<file path="src/rtl/e3_pkg.sv">
// Shared constants and frame-state encoding for the serial Excess-3 receive path.
package e3_pkg;
    localparam int unsigned   BITS_PER_DIGIT = 4;
    localparam logic [3:0]    E3_OFFSET      = 4'd3;
    localparam logic [3:0]    E3_MIN         = 4'd3;
    localparam logic [3:0]    E3_MAX         = 4'd12;

    typedef enum logic [1:0] {
        S_B0 = 2'd0,
        S_B1 = 2'd1,
        S_B2 = 2'd2,
        S_B3 = 2'd3
    } frame_state_t;
endpackage

</file>
<file path="src/rtl/e3_digit_check.sv">
// Combinational Excess-3 check: restores the BCD digit and flags codes outside 3..12.
module e3_digit_check
    import e3_pkg::*;
(
    input  logic [3:0] code,
    output logic [3:0] bcd_digit,
    output logic       code_error
);
    // Subtraction wraps mod 16, so invalid codes still map to a nibble.
    assign bcd_digit  = code - E3_OFFSET;
    assign code_error = (code < E3_MIN) || (code > E3_MAX);
endmodule

</file>
<file path="src/rtl/excess3_serial_deserializer.sv">
// Assembles LSB-first 4-bit Excess-3 frames from the converter's serial stream,
// restores BCD digits, and keeps a digit history, count and sticky error.
module excess3_serial_deserializer
    import e3_pkg::*;
#(
    parameter int NUM_DIGITS = 4,
    parameter int COUNT_W    = 8
) (
    input  logic                    clock,
    input  logic                    reset,
    input  logic                    z_in,
    input  logic                    bit_en,
    output logic [3:0]              e3_code,
    output logic [3:0]              bcd_digit,
    output logic                    digit_valid,
    output logic                    code_error,
    output logic                    sticky_error,
    output logic [4*NUM_DIGITS-1:0] digits,
    output logic [COUNT_W-1:0]      digit_count
);
    localparam int DIGITS_W = 4 * NUM_DIGITS;

    frame_state_t state, state_nxt;
    logic [2:0]   low_bits;
    logic [3:0]   code_new;
    logic [3:0]   bcd_new;
    logic         err_new;

    assign code_new = {z_in, low_bits};

    e3_digit_check u_check (
        .code       (code_new),
        .bcd_digit  (bcd_new),
        .code_error (err_new)
    );

    always_comb begin
        state_nxt = state;
        if (bit_en) begin
            case (state)
                S_B0:    state_nxt = S_B1;
                S_B1:    state_nxt = S_B2;
                S_B2:    state_nxt = S_B3;
                default: state_nxt = S_B0;
            endcase
        end
    end

    always_ff @(posedge clock) begin
        if (!reset) begin
            state        <= S_B0;
            low_bits     <= '0;
            e3_code      <= '0;
            bcd_digit    <= '0;
            digit_valid  <= 1'b0;
            code_error   <= 1'b0;
            sticky_error <= 1'b0;
            digits       <= '0;
            digit_count  <= '0;
        end else begin
            state       <= state_nxt;
            digit_valid <= 1'b0;
            code_error  <= 1'b0;
            if (bit_en) begin
                case (state)
                    S_B0: low_bits[0] <= z_in;
                    S_B1: low_bits[1] <= z_in;
                    S_B2: low_bits[2] <= z_in;
                    default: begin
                        // Completing edge: bit 3 comes straight from z_in.
                        e3_code      <= code_new;
                        bcd_digit    <= bcd_new;
                        code_error   <= err_new;
                        digit_valid  <= 1'b1;
                        sticky_error <= sticky_error | err_new;
                        digits       <= {digits[DIGITS_W-BITS_PER_DIGIT-1:0], bcd_new};
                        if (digit_count != {COUNT_W{1'b1}})
                            digit_count <= digit_count + 1'b1;
                    end
                endcase
            end
        end
    end
endmodule

</file>
<file path="config.mk">
export PLATFORM = sky130hd
export DESIGN_NAME = excess3_serial_deserializer
export DESIGN_NICKNAME = d
export VERILOG_FILES = /design/src/rtl/e3_pkg.sv /design/src/rtl/e3_digit_check.sv /design/src/rtl/excess3_serial_deserializer.sv
export SDC_FILE = /design/constraint.sdc
export NUM_CORES = 1
export LEC_CHECK = 0
export ABC_AREA = 1
export BUFFER_PORTS_ARGS = -buffer_cell sky130_fd_sc_hd__buf_4
export CAP_MARGIN = 15
export CELL_PAD_IN_SITES_DETAIL_PLACEMENT = 2
export CELL_PAD_IN_SITES_GLOBAL_PLACEMENT = 2
export CORE_ASPECT_RATIO = 1.5
export CORE_MARGIN = 3
export CORE_UTILIZATION = 29
export CTS_CLUSTER_SIZE = 25
export DETAILED_ROUTE_END_ITERATION = 7
export GPL_ROUTABILITY_DRIVEN = 0
export PLACE_DENSITY_LB_ADDON = 0.1
export SLEW_MARGIN = 20
export SYNTH_ARGS = -nofsm -noshare
export SYNTH_HDL_FRONTEND = slang
export SYNTH_HIERARCHICAL = 1
export SYNTH_SLANG_ARGS = --single-unit
</file>
<file path="constraint.sdc">
create_clock -name clock -period 1.6 [get_ports clock]
set_input_delay 0.32 -clock clock [delete_from_list [all_inputs] [get_ports clock]]
set_output_delay 0.32 -clock clock [all_outputs]
set_load 0.005 [all_outputs]
</file>
* After elaboration in Yosys (flattened, before gate mapping) *
Index checks and enable logic that the tools add are counted.

operators by class
  add/subtract/negate cells = 2
  $mul = 0
  divide/modulo/power cells = 0
  magnitude comparators = 2
  equality and inequality tests = 3
  shift operators = 0
  multiplexer cells = 2
  bitwise logic cells = 4
  reduce and logical (&&, ||, !) cells = 10

operator list
  kind                 count
  $reduce_and 2->1     5
  $add 8x1->8 const B  1
  $ne 8x8->1 const B   1
  $pmux 2 s3           1
  $reduce_or 5->1      1
  $gt 4x4->1 const B   1
  $lt 4x2->1 const B   1
  $sub 4x2->4 const B  1
  $not 1->1            3
  $reduce_and 3->1     1
  $reduce_or 3->1      1
  $eq 2x1->1 const B   1
  $eq 2x2->1 const B   1
  $logic_not 2->1      1
  $logic_or 1x1->1     1
  $mux 1               1
  $or 1x1->1           1

word-level totals
  register bits after elaboration = 40
  latch bits = 0
  memory bits (writable) = 0
  ROM bits = 0
  input port bits = 4
  output and inout bits = 35
  word-level logic and storage cells = 34
  memories kept = 0

* Depth between registers and ports, before layout *
  depth in word-level cells = 4
  gate-level depth with buffers = 8
  gate-level depth less buffers = 7

* Modules after synthesis *
The synthesis kept the hierarchy.

modules (own cells, without submodules)
  module                       instances  cells each  area an instance (um^2)  seq. area each (um^2)
  excess3_serial_deserializer  1          192         1,491.4                  720.7
  e3_digit_check               1          15          87.6                     0.0

* Least setup slack after synthesis *
OpenSTA, ideal clock, no wires.

  kind = register to register
  start point = register digit_count[0]
  end point = register digit_count[5]
  setup time = 0.115 ns
  arrival time = 1.164 ns
  slack = 0.321 ns
  cell stages (with the launch flop) = 8
  path buffers = 1
  cells stage by stage = dfxtp_1 > ha_1 > nand2_1 > nor2_2 > nand2_2 > buf_6 > a21oi_1 > nor2_1

on the way
  word-level cells in the longest chain between the ends = 2
  elaborated cells between the ends (all ways) = 3
  those cells by class = add/sub (1); eq/ne (1); reduce/logical (1)

ends and longest elaborated chain
  element                                                              line                               RTL
  start, declared                                                      excess3_serial_deserializer.sv:19  output logic [COUNT_W-1:0] digit_count
  start signal, assigned                                               excess3_serial_deserializer.sv:78  digit_count <= digit_count + 1'b1;
  parallel branches: the longest is 2 deep, another holds $add 8x1->8  -

Several ways; the timed one is not identified.
A chain may end at the register's enable or synchronous reset.

* Worst setup path after layout *
  start point = register digit_count[0]
  end point = register digit_count[1]

Same word-level chain as after synthesis.

==> metrics.txt <==
overall power=1.90 mW; detailed router's first-iteration violation count=26; Synth top area share=0.456; area leader, netlist=dfxtp_1; Final Hold Viols=0; Post-layout nets=252; Die ar.=6380 um^2; Clock transition at path regs=0.08 ns; LEAKAGE=0.877 nW; final period utilization=0.913; top-count cell post-synth=nor2_1; Post-Syn Area per Cell=7.63 um^2; fin. max-slew vios=0; FP Rows=32; core area=5200 um^2; CP Launch Type=flop; Seq/Total Area, Yosys=0.456; Arr. time, crit path=1.68 ns; Num CTS Buffers=5; total inserted antenna cells=0; area grow syn2layout=26.5%; Worst-Skew Late Latency=0.29 ns; post-synth cell types=24; worst hold path class=input port to flop; hpwl dp=3500 um; GR Overflow Total=0; initial antenna violation count=0; largest net degree at the start of global routing=30; layout cells sized above 1=0.240; required time worst endpoint=1.82 ns; setup violators final=0; max-cap violation count=0; CTS H-Tree Depth=2; setup TNS=0 ns; peak supply drop=0.000434 V; Cells after DPL=302; WHS=0.346 ns; maximum buffer depth of the clock tree=2; Pre-antenna DRT Iters=3; status=complete, no violations; final WL=4660 um; critical path capture point type=flop; P per Cell Area=950 nW/um^2; Seq cells post-synth=36; ranking of synthesized cells by area=dfxtp_1 46%, nor2_1 12%, o21ai_0 6.7%; number of routed nets with antenna violations=0; max_slew headroom=0.808; crit path time final=1.46 ns; Core Util, Final=0.384; total track usage=0.156; cell count after synthesis=207; first-pass GRT wire length=7520 um; Die Span Y=96.4 um; crit-path max FO=11; Synth Flop Type=dfxtp_1; number of global-route vias before repair=1,638; EDFF count, synth=0; IO Count=39; worst clock skew=0.00840 ns; Post-Syn Nets=218; number of port buffers=38; Initial Util=0.303; worst setup path class=flop to flop; RSZ-0062 raised after global routing=false; CTS tree=yes; Post-Layout Cell Count=310; root buf cell=clkbuf_8; Post-synth ARST share=0; most common library cells after synthesis=52 x nor2_1, 36 x dfxtp_1, 24 x nand2_1; via count=1,470; Warnings, synthesis=6; # Post-CTS Setup Buffers=0; post-DR vias/cell=4.74; Residual DRC=0; worst-margin pin slew=0.285 ns; die width=66.3 um; Cell Area, Synth=1580 um^2; Peak Freq=684 MHz; DR WL/cell=15.0 um; clk sinks=36
report_power, final:
part / switching, mW / leakage [nW] / internal, mW
Combinational: 0.0921 / 0.532 / 0.0663
Clock: 0.339 / 0.0541 / 0.461
Sequential: 0.0203 / 0.291 / 0.919
through the flow:
stage	setup slack (ns)	cell area [um^2]
2_1_floorplan	0.321	1580
3_3_place_gp	0.302	1880
3_5_place_dp	0.0758	1880
4_1_cts	0.0449	1990
5_1_grt	0.00528	2000
6_report	0.139	2000
logic make-up (layout without fill, tap and decap cells):
| kind of cell | count (synthesis) | after routing | synth area share |
|---|---|---|---|
| adders and majority gates | 7 | 7 | 0.0555 |
| DFF | 36 | 36 | 0.456 |
| AOI/OAI and AO/OA | 36 | 36 | 0.116 |
| and+or+nand+nor | 99 | 99 | 0.275 |
| buffers and inverters | 27 | 62 | 0.0856 |
| xor gates and xnor gates | 2 | 2 | 0.0111 |
timing repair:
item / CTS / global route
hold buffers: 0 / 0
hold endpoints to repair: 0 / 0
endpoints found under the setup margin: 0 / 3
resized for setup: 0 / 1
critical path, cell delays in order (launching register included):
cell	delay (ns)
dfxtp_1	0.40
ha_1	0.22
nand2_1	0.13
nor2_2	0.19
nand2_4	0.13
nand2_1	0.12
nand2_1	0.06
a21oi_1	0.13
final cells by class:
class,instances,area (um^2)
clock inverter,3,42.5
clock buffer,5,68.8
multi-input combinational,144,728
sequential,36,721
timing repair buffer,40,300
inverter,14,52.6
tap,68,85.1
fill,630,3210
path summary, 6_finish.rpt:
path | slack, ns | endpoint | start | cells after the start
worst max register to register | 0.14 | digit_count[1] | digit_count[0] | 7
worst max-delay path | 0.14 | digit_count[1] | digit_count[0] | 7
worst min-delay path | 0.35 | low_bits[0] | z_in | 3
worst min register to register | 0.49 | digits[14] | digits[14] | 2
cells in the final DEF (no fill, tap or decap):
cell / instances
xnor2_1: 1
nor2_2: 2
inv_2: 2
nand3_1: 10
clkinvlp_4: 1
o21ai_0: 21
clkinv_2: 1
bufinv_16: 1
dfxtp_1: 36
nand2_2: 1
xor2_1: 1
a21oi_1: 14
nor2_4: 1
nor3_1: 2
nand3b_1: 2
a22o_1: 1
ha_1: 7
buf_4: 40
clkbuf_8: 5
nand2_4: 2
inv_1: 12
nand2_1: 24
nand4_1: 1
nor2_1: 52
nand3_2: 2
flip-flops by register name (all words and copies together), names as in the netlist:
register,count
digits,13
digit_count,8
e3_code,4
bcd_digit,3
low_bits,3
state,2
code_error,1
digit_valid,1
sticky_error,1
routing by layer:
layer,vias to the layer above,wire [um],GRT usage
met3,9,164,0.0382
li1,725,-,-
met5,-,0,0
met1,709,1740,0.149
met2,27,2670,0.308
met4,0,90,0.0627
Note: power is estimated with default switching activity, not from simulation.
